[src/rtl/ctx_accum_sequencer_if.sv]
// Handshake bundle for ctx_accum_sequencer: request/beat input side and result output side.
// The sequencer takes the slave modport; the producer/consumer side takes master.
interface ctx_accum_sequencer_if #(
    parameter int N_TOK = 16,
    parameter int DW    = 16,
    parameter int ACC_W = 40
);
    localparam int IW = $clog2(N_TOK);

    logic             start;
    logic             busy;
    logic             in_valid;
    logic             in_ready;
    logic [DW-1:0]    in_attn;
    logic [DW-1:0]    in_val;
    logic [IW-1:0]    in_idx;
    logic             out_valid;
    logic             out_ready;
    logic [DW-1:0]    out_ci;
    logic [ACC_W-1:0] out_sum;
    logic             out_div0;

    modport master (
        output start, in_valid, in_attn, in_val, out_ready,
        input  busy, in_ready, in_idx, out_valid, out_ci, out_sum, out_div0
    );

    modport slave (
        input  start, in_valid, in_attn, in_val, out_ready,
        output busy, in_ready, in_idx, out_valid, out_ci, out_sum, out_div0
    );
endinterface

[src/rtl/ctx_accum_sequencer.sv]
// Contextualization sequencer: one shared MAC over N_TOK (attention, value) beats, then
// c_i = acc / sum via a restoring divider when CTX_SEQ_NORM_EN is defined (else c_i = sat(acc)).
module ctx_accum_sequencer #(
    parameter int N_TOK = 16,
    parameter int DW    = 16,
    parameter int ACC_W = 40
) (
    input logic                  clk,
    input logic                  reset,
    ctx_accum_sequencer_if.slave bus
);
    localparam int            IW       = $clog2(N_TOK);
    localparam logic [IW-1:0] LAST_TOK = IW'(N_TOK - 1);

`ifdef CTX_SEQ_NORM_EN
    localparam int CW = $clog2(ACC_W + 1);
    typedef enum logic [1:0] {
        S_IDLE   = 2'd0,
        S_ACCUM  = 2'd1,
        S_DIVIDE = 2'd2,
        S_OUTPUT = 2'd3
    } state_e;
`else
    typedef enum logic [1:0] {
        S_IDLE   = 2'd0,
        S_ACCUM  = 2'd1,
        S_OUTPUT = 2'd3
    } state_e;
`endif

    state_e           state_q, state_d;
    logic [ACC_W-1:0] acc_q, acc_d;
    logic [ACC_W-1:0] sum_q, sum_d;
    logic [IW-1:0]    tok_q, tok_d;
    logic [DW-1:0]    out_ci_q, out_ci_d;
    logic [ACC_W-1:0] out_sum_q, out_sum_d;
    logic             out_div0_q, out_div0_d;
    logic [2*DW-1:0]  prod;
    logic             in_ready;

`ifdef CTX_SEQ_NORM_EN
    // acc_q doubles as the dividend/quotient shift register during DIVIDE
    logic [ACC_W-1:0] rem_q, rem_d;
    logic [CW-1:0]    cnt_q, cnt_d;
    logic [ACC_W:0]   rem_sh;
    logic             qbit;
`else
    // one-cycle pause after the last beat so the result registers load from a settled acc
    logic             fin_q, fin_d;
`endif

    function automatic logic [DW-1:0] sat(input logic [ACC_W-1:0] x);
        return (|x[ACC_W-1:DW]) ? {DW{1'b1}} : x[DW-1:0];
    endfunction

    assign prod = {{DW{1'b0}}, bus.in_attn} * {{DW{1'b0}}, bus.in_val};

`ifdef CTX_SEQ_NORM_EN
    assign in_ready = (state_q == S_ACCUM);
`else
    assign in_ready = (state_q == S_ACCUM) && !fin_q;
`endif

    always_comb begin
        state_d    = state_q;
        acc_d      = acc_q;
        sum_d      = sum_q;
        tok_d      = tok_q;
        out_ci_d   = out_ci_q;
        out_sum_d  = out_sum_q;
        out_div0_d = out_div0_q;
`ifdef CTX_SEQ_NORM_EN
        rem_d      = rem_q;
        cnt_d      = cnt_q;
        rem_sh     = {rem_q, acc_q[ACC_W-1]};
        qbit       = 1'b0;
`else
        fin_d      = fin_q;
`endif
        case (state_q)
            S_IDLE: begin
                if (bus.start) begin
                    acc_d   = '0;
                    sum_d   = '0;
                    tok_d   = '0;
                    state_d = S_ACCUM;
                end
            end
            S_ACCUM: begin
`ifndef CTX_SEQ_NORM_EN
                if (fin_q) begin
                    out_ci_d   = sat(acc_q);
                    out_sum_d  = sum_q;
                    out_div0_d = 1'b0;
                    fin_d      = 1'b0;
                    state_d    = S_OUTPUT;
                end else
`endif
                if (bus.in_valid) begin
                    acc_d = acc_q + {{(ACC_W-2*DW){1'b0}}, prod};
                    sum_d = sum_q + {{(ACC_W-DW){1'b0}}, bus.in_attn};
                    tok_d = tok_q + 1'b1;
                    if (tok_q == LAST_TOK) begin
`ifdef CTX_SEQ_NORM_EN
                        rem_d   = '0;
                        cnt_d   = '0;
                        state_d = S_DIVIDE;
`else
                        fin_d   = 1'b1;
`endif
                    end
                end
            end
`ifdef CTX_SEQ_NORM_EN
            S_DIVIDE: begin
                if (cnt_q == CW'(ACC_W)) begin
                    out_ci_d   = sat(acc_q);
                    out_sum_d  = sum_q;
                    out_div0_d = (sum_q == '0);
                    state_d    = S_OUTPUT;
                end else begin
                    // sum == 0 makes every compare succeed, so the quotient is all ones
                    if (rem_sh >= {1'b0, sum_q}) begin
                        qbit  = 1'b1;
                        rem_d = rem_sh[ACC_W-1:0] - sum_q;
                    end else begin
                        rem_d = rem_sh[ACC_W-1:0];
                    end
                    acc_d = {acc_q[ACC_W-2:0], qbit};
                    cnt_d = cnt_q + 1'b1;
                end
            end
`endif
            S_OUTPUT: begin
                if (bus.out_ready) state_d = S_IDLE;
            end
            default: state_d = S_IDLE;
        endcase
    end

    always_ff @(posedge clk or negedge reset) begin
        if (!reset) begin
            state_q    <= S_IDLE;
            acc_q      <= '0;
            sum_q      <= '0;
            tok_q      <= '0;
            out_ci_q   <= '0;
            out_sum_q  <= '0;
            out_div0_q <= 1'b0;
`ifdef CTX_SEQ_NORM_EN
            rem_q      <= '0;
            cnt_q      <= '0;
`else
            fin_q      <= 1'b0;
`endif
        end else begin
            state_q    <= state_d;
            acc_q      <= acc_d;
            sum_q      <= sum_d;
            tok_q      <= tok_d;
            out_ci_q   <= out_ci_d;
            out_sum_q  <= out_sum_d;
            out_div0_q <= out_div0_d;
`ifdef CTX_SEQ_NORM_EN
            rem_q      <= rem_d;
            cnt_q      <= cnt_d;
`else
            fin_q      <= fin_d;
`endif
        end
    end

    assign bus.busy      = (state_q != S_IDLE);
    assign bus.in_ready  = in_ready;
    assign bus.in_idx    = tok_q;
    assign bus.out_valid = (state_q == S_OUTPUT);
    assign bus.out_ci    = out_ci_q;
    assign bus.out_sum   = out_sum_q;
    assign bus.out_div0  = out_div0_q;
endmodule
[src/flat_wrapper.sv]
// flat-port wrapper written by rule: the top's interface ports become plain ports
module ctx_accum_sequencer_flat 
#(
    parameter int N_TOK = 16,
    parameter int DW    = 16,
    parameter int ACC_W = 40
)
  (clk, reset, bus_start, bus_in_valid, bus_in_attn, bus_in_val, bus_out_ready, bus_busy, bus_in_ready, bus_in_idx, bus_out_valid, bus_out_ci, bus_out_sum, bus_out_div0);
  ctx_accum_sequencer_if #(.N_TOK(N_TOK), .DW(DW), .ACC_W(ACC_W)) bus_i ();
  input logic clk;
  input logic reset;
  input wire logic [$bits(bus_i.start)-1:0] bus_start;
  input wire logic [$bits(bus_i.in_valid)-1:0] bus_in_valid;
  input wire logic [$bits(bus_i.in_attn)-1:0] bus_in_attn;
  input wire logic [$bits(bus_i.in_val)-1:0] bus_in_val;
  input wire logic [$bits(bus_i.out_ready)-1:0] bus_out_ready;
  output wire logic [$bits(bus_i.busy)-1:0] bus_busy;
  output wire logic [$bits(bus_i.in_ready)-1:0] bus_in_ready;
  output wire logic [$bits(bus_i.in_idx)-1:0] bus_in_idx;
  output wire logic [$bits(bus_i.out_valid)-1:0] bus_out_valid;
  output wire logic [$bits(bus_i.out_ci)-1:0] bus_out_ci;
  output wire logic [$bits(bus_i.out_sum)-1:0] bus_out_sum;
  output wire logic [$bits(bus_i.out_div0)-1:0] bus_out_div0;
  assign bus_i.start = bus_start;
  assign bus_i.in_valid = bus_in_valid;
  assign bus_i.in_attn = bus_in_attn;
  assign bus_i.in_val = bus_in_val;
  assign bus_i.out_ready = bus_out_ready;
  assign bus_busy = bus_i.busy;
  assign bus_in_ready = bus_i.in_ready;
  assign bus_in_idx = bus_i.in_idx;
  assign bus_out_valid = bus_i.out_valid;
  assign bus_out_ci = bus_i.out_ci;
  assign bus_out_sum = bus_i.out_sum;
  assign bus_out_div0 = bus_i.out_div0;
  ctx_accum_sequencer #(.N_TOK(N_TOK), .DW(DW), .ACC_W(ACC_W)) u_core (.clk(clk), .reset(reset), .bus(bus_i));
endmodule
[config.mk]
export PLATFORM = sky130hd
export DESIGN_NAME = ctx_accum_sequencer_flat
export DESIGN_NICKNAME = d
export VERILOG_FILES = /design/src/rtl/ctx_accum_sequencer_if.sv /design/src/rtl/ctx_accum_sequencer.sv /design/src/flat_wrapper.sv
export SDC_FILE = /design/constraint.sdc
export NUM_CORES = 1
export LEC_CHECK = 0
export CAP_MARGIN = 40
export CORE_UTILIZATION = 30
export DETAILED_ROUTE_END_ITERATION = 12
export DONT_BUFFER_PORTS = 1
export GPL_ROUTABILITY_DRIVEN = 0
export GPL_TIMING_DRIVEN = 1
export SETUP_SLACK_MARGIN = 0.2
export SYNTH_ARGS = -nofsm -noshare
export SYNTH_HDL_FRONTEND = slang
export SYNTH_SLANG_ARGS = --single-unit
[constraint.sdc]
create_clock -name clk -period 4.15 [get_ports clk]
set_input_delay 1.0375 -clock clk [delete_from_list [all_inputs] [get_ports clk]]
set_output_delay 1.0375 -clock clk [all_outputs]
set_load 0.01 [all_outputs]
==> results.txt <==
The flow ran to the end, but the final reports show violations. The DRC violation count after routing came out at 0. Input and output buffers added on the ports amount to 0. STA classifies the critical path startpoint as an input pin. The launch point of the worst path is bus_in_val[4].

The beginning of the worst register-to-register path is u_core.acc_q[9]. The worst path in the final design needs a cycle of around 5.8 ns, including I/O delays and setup. The count of synthesis-stage warnings from yosys came out at 0.

The via-per-instance ratio came out at between 4 and 5. The post-route clock period utilization came out at 1.40. The initial utilization of the core area, before any placement, comes to 0.305.

The clock buffer count from CTS is 17. The first-pass GRT wire length came out at between 70000 and 80000 um. The HPWL reported at the end of detailed placement is between 30000 and 40000 um. Measured against its own limit, the worst slew margin works out to 0.411. The arrival time at the worst endpoint is approximately 6.2 ns. The number of global-route vias before repair came out at roughly 14k.

For the pin with the worst max-slew slack, the measured transition is roughly 0.88 ns. The TritonCTS sink count came out at 143. The number of enable-type register cells in the synthesized netlist is 0. Counting flops with an async set or reset pin after synthesis yields a share of 1.00. Of the cells placed in the final design, the portion with a size suffix greater than 1 is 0.189. The required time of the worst setup path is roughly 4.5 ns. The final worst slack came out at -1.67 ns. For this run, the leading register cell type out of synthesis is sky130_fd_sc_hd__dfrtp_1. The net count after synthesis came out at around 2.3k. In this run, synthesis produced a sequential element count of about 140. The worst-skew pair later-pin latency came out at 0.46 ns. The fraction of the core area covered by cells at the end of the flow came out at 0.369. The area of the mapped netlist came out at roughly 0.016 sq mm. The layout has ~5.4k filler cells. The final number of hold-violating endpoints is 0. The remaining antenna violation count is 0. The total die area came out at ~0.056 sq mm.

Clock-pin slew was measured on the worst setup and hold paths at approximately 0.07 ns. The deepest clock path buffer count is 2. The area added between synthesis and finish is 21.0%. Setup repair after global routing could not meet its margin everywhere. STA classifies the critical path endpoint as a flop. The per-instance average area after synthesis is between 8 and 9 sq um. The critical path contains buffers and inverters numbering 5 combined. The floorplan core area is 0.0540 sq mm. The register area share after synthesis came out at 0.217. Entering global routing, the biggest net connects 144 pins. Setup violations remaining at the end of the flow were counted as 32. The first-pass iteration count of the detailed router came out at 7. The number of antenna violations at the first check in global routing is 2. The maximum achievable frequency came out at about 0.17 GHz. The violation count after the first detailed-route iteration is around 730. The final worst clock skew came out at 0.0120 ns. The worst setup path is of the in -> reg kind. The total vias in the final route came out at around 13k.

The number of max-capacitance violations reported is 0. The signal on the critical path passes through and2_4, fa_1, inv_1, fa_2, fa_1, fa_1, inv_2, fa_1, inv_1, fa_1, inv_2, ha_4, nand2_2, o21ai_4, nand2_2, a31oi_4, buf_6, nor3_1, o21a_1, o2111a_1, a221o_1. The remaining global-route overflow is 0. In this design, the critical path's most frequently occurring cell is sky130_fd_sc_hd__fa_1. The hold-fix buffer count after cts is 0. The max-slew violation count came out at 0.

TritonCTS built the clock tree. The tree is rooted in a sky130_fd_sc_hd__clkbuf_16. The critical path endpoint is u_core.acc_q[28]. The antenna diode instance count is 0. The checks that failed: setup timing. The layout net count came out at between 2k and 2.5k.

The combined global-route utilization of all metal layers is 0.173. The die extent in y is 236 um. The row count is 85. In this design, the largest share of critical-path delay is due to adder cells.

The post-route cell area is 0.0200 sq mm. The area of placed instances came out at between 0.015 and 0.02 sq mm. During I/O placement, the number of pins put on the boundary was roughly 100. The endpoint identified for the worst register-to-register timing path is u_core.acc_q[28]. Measured in cells, the most critical reg-to-reg path has a length of 18.

The unique cell type count in the Yosys netlist came out at 67. The final wirelength came out at 47100 um. The maximum fanout count along the critical path came out at 16. The min-delay analysis places its worst path in the category in -> async. In this run the register-to-register setup slack is -0.56 ns. Synthesis handed over a netlist of ~1.9k instances. The die width is 236 um. The number of stages on the worst setup path came out at 21. The biggest cell delay along the critical path is about 0.54 ns. The slowest stage of the critical path belongs to the cell sky130_fd_sc_hd__fa_2.

The average wire per standard cell is 17.6 um. The depth of the CTS H-tree came out at 4.
layout by cell type, fill, tap and decap left out, drive strengths merged, types with 21 or more instances in the layout:
master | Yosys | layout
inv | 367 | 372
nor2 | 34 | 34
and2 | 118 | 118
a21o | 24 | 24
nand3 | 21 | 21
a21oi | 76 | 76
o21ai | 67 | 67
buf | 10 | 164
dfrtp | 143 | 143
nand2 | 334 | 334
fa | 227 | 227
xnor2 | 27 | 27
ha | 127 | 127
final cells by class:
type	instances	area (sq um)	area share
Sequential cell	143	3580	0.179
Timing Repair Buffer	164	1370	0.0685
Inverter	367	1380	0.0692
Tap cell	696	871	0.0436
Clock buffer	17	425	0.0213
Multi-Input combinational cell	1279	12100	0.608
Clock inverter	15	193	0.00966
routing by layer:
layer	routed length, um	track usage
met5	13	0
met4	1220	0.0571
met3	2330	0.0263
met2	22600	0.284
met1	21000	0.232
worst min path at each step:
stage / startpoint / end / slack [ns] / depth (start not counted)
CTS: reset / u_core.bus.out_ci[3] / 0.27 / 0
finish: reset / u_core.bus.out_ci[1] / 0.29 / 0
floorplan: u_core.sum_q[39] / u_core.bus.out_sum[39] / 0.45 / 2
global placement: u_core.sum_q[39] / u_core.bus.out_sum[39] / 0.47 / 2
global route: reset / u_core.bus.out_ci[1] / 0.27 / 0
detailed placement: u_core.sum_q[15] / u_core.bus.out_sum[15] / 0.50 / 2
what timing repair did:
item	CTS	global route
endpoints found under the hold margin	0	0
setup buffers	22	10
pin swaps	47	55
endpoints found under the setup margin	33	34
gates resized for setup	97	66
registers in the layout, summed over array words and instances (netlist names):
name / count
u_core.acc_q: 40
u_core.state_q: 2
u_core.fin_q: 1
u_core.sum_q: 40
u_core.bus.out_ci: 16
u_core.bus.out_sum: 40
u_core.bus.in_idx: 4
kinds of logic after synthesis:
family / after synthesis / share of synthesized area
compound gates: 280 / 0.109
buf+inv: 442 / 0.102
xor+xnor: 43 / 0.0228
flops: 143 / 0.217
simple gates: 599 / 0.176
other cells: 1 / 0.000227
fa+ha+maj: 354 / 0.372
mux: 2 / 0.00121
synth_stat cells, drive strengths merged (3+ instances only):
library cell / instances / area share
o211ai: 4 / 0.0018
buf: 10 / 0.0031
xor2: 16 / 0.0085
a21oi: 76 / 0.024
inv: 367 / 0.084
nand4: 15 / 0.0075
o21ai: 67 / 0.021
xnor2: 27 / 0.014
o22ai: 16 / 0.0061
nand2: 334 / 0.076
nor2b: 4 / 0.0015
fa: 227 / 0.28
o31ai: 18 / 0.0082
nor2: 34 / 0.0079
a22o: 7 / 0.0037
nand3: 21 / 0.0064
or2: 3 / 0.0011
nor3: 7 / 0.0021
or4: 15 / 0.0068
a21o: 24 / 0.011
o22a: 17 / 0.0090
o21a: 8 / 0.0036
and3: 11 / 0.0045
o2111ai: 3 / 0.0016
ha: 127 / 0.096
or3: 9 / 0.0034
o21bai: 11 / 0.0052
dfrtp: 143 / 0.22
and2: 118 / 0.045
and4: 5 / 0.0030
a211oi: 4 / 0.0018
nor4: 10 / 0.0038
a31oi: 7 / 0.0027
nand2b: 7 / 0.0031
clkbuf: 65 / 0.015
metrics by stage:
stage / TNS [ns] / worst slack [ns] / std cells / hold slack, ns
after floorplan: -49.60 / -1.95 / 1864 / 0.453
after global placement: -60.14 / -2.24 / 2613 / 0.467
after detailed placement: -59.76 / -2.20 / 2616 / 0.495
after CTS: -41.90 / -1.61 / 2670 / 0.272
after global routing: -48.26 / -1.81 / 2681 / 0.267
final: -43.91 / -1.67 / 2681 / 0.290
Power is not shown: default switching activity piles up to over one toggle a cycle in this logic, so the estimate is an artifact.
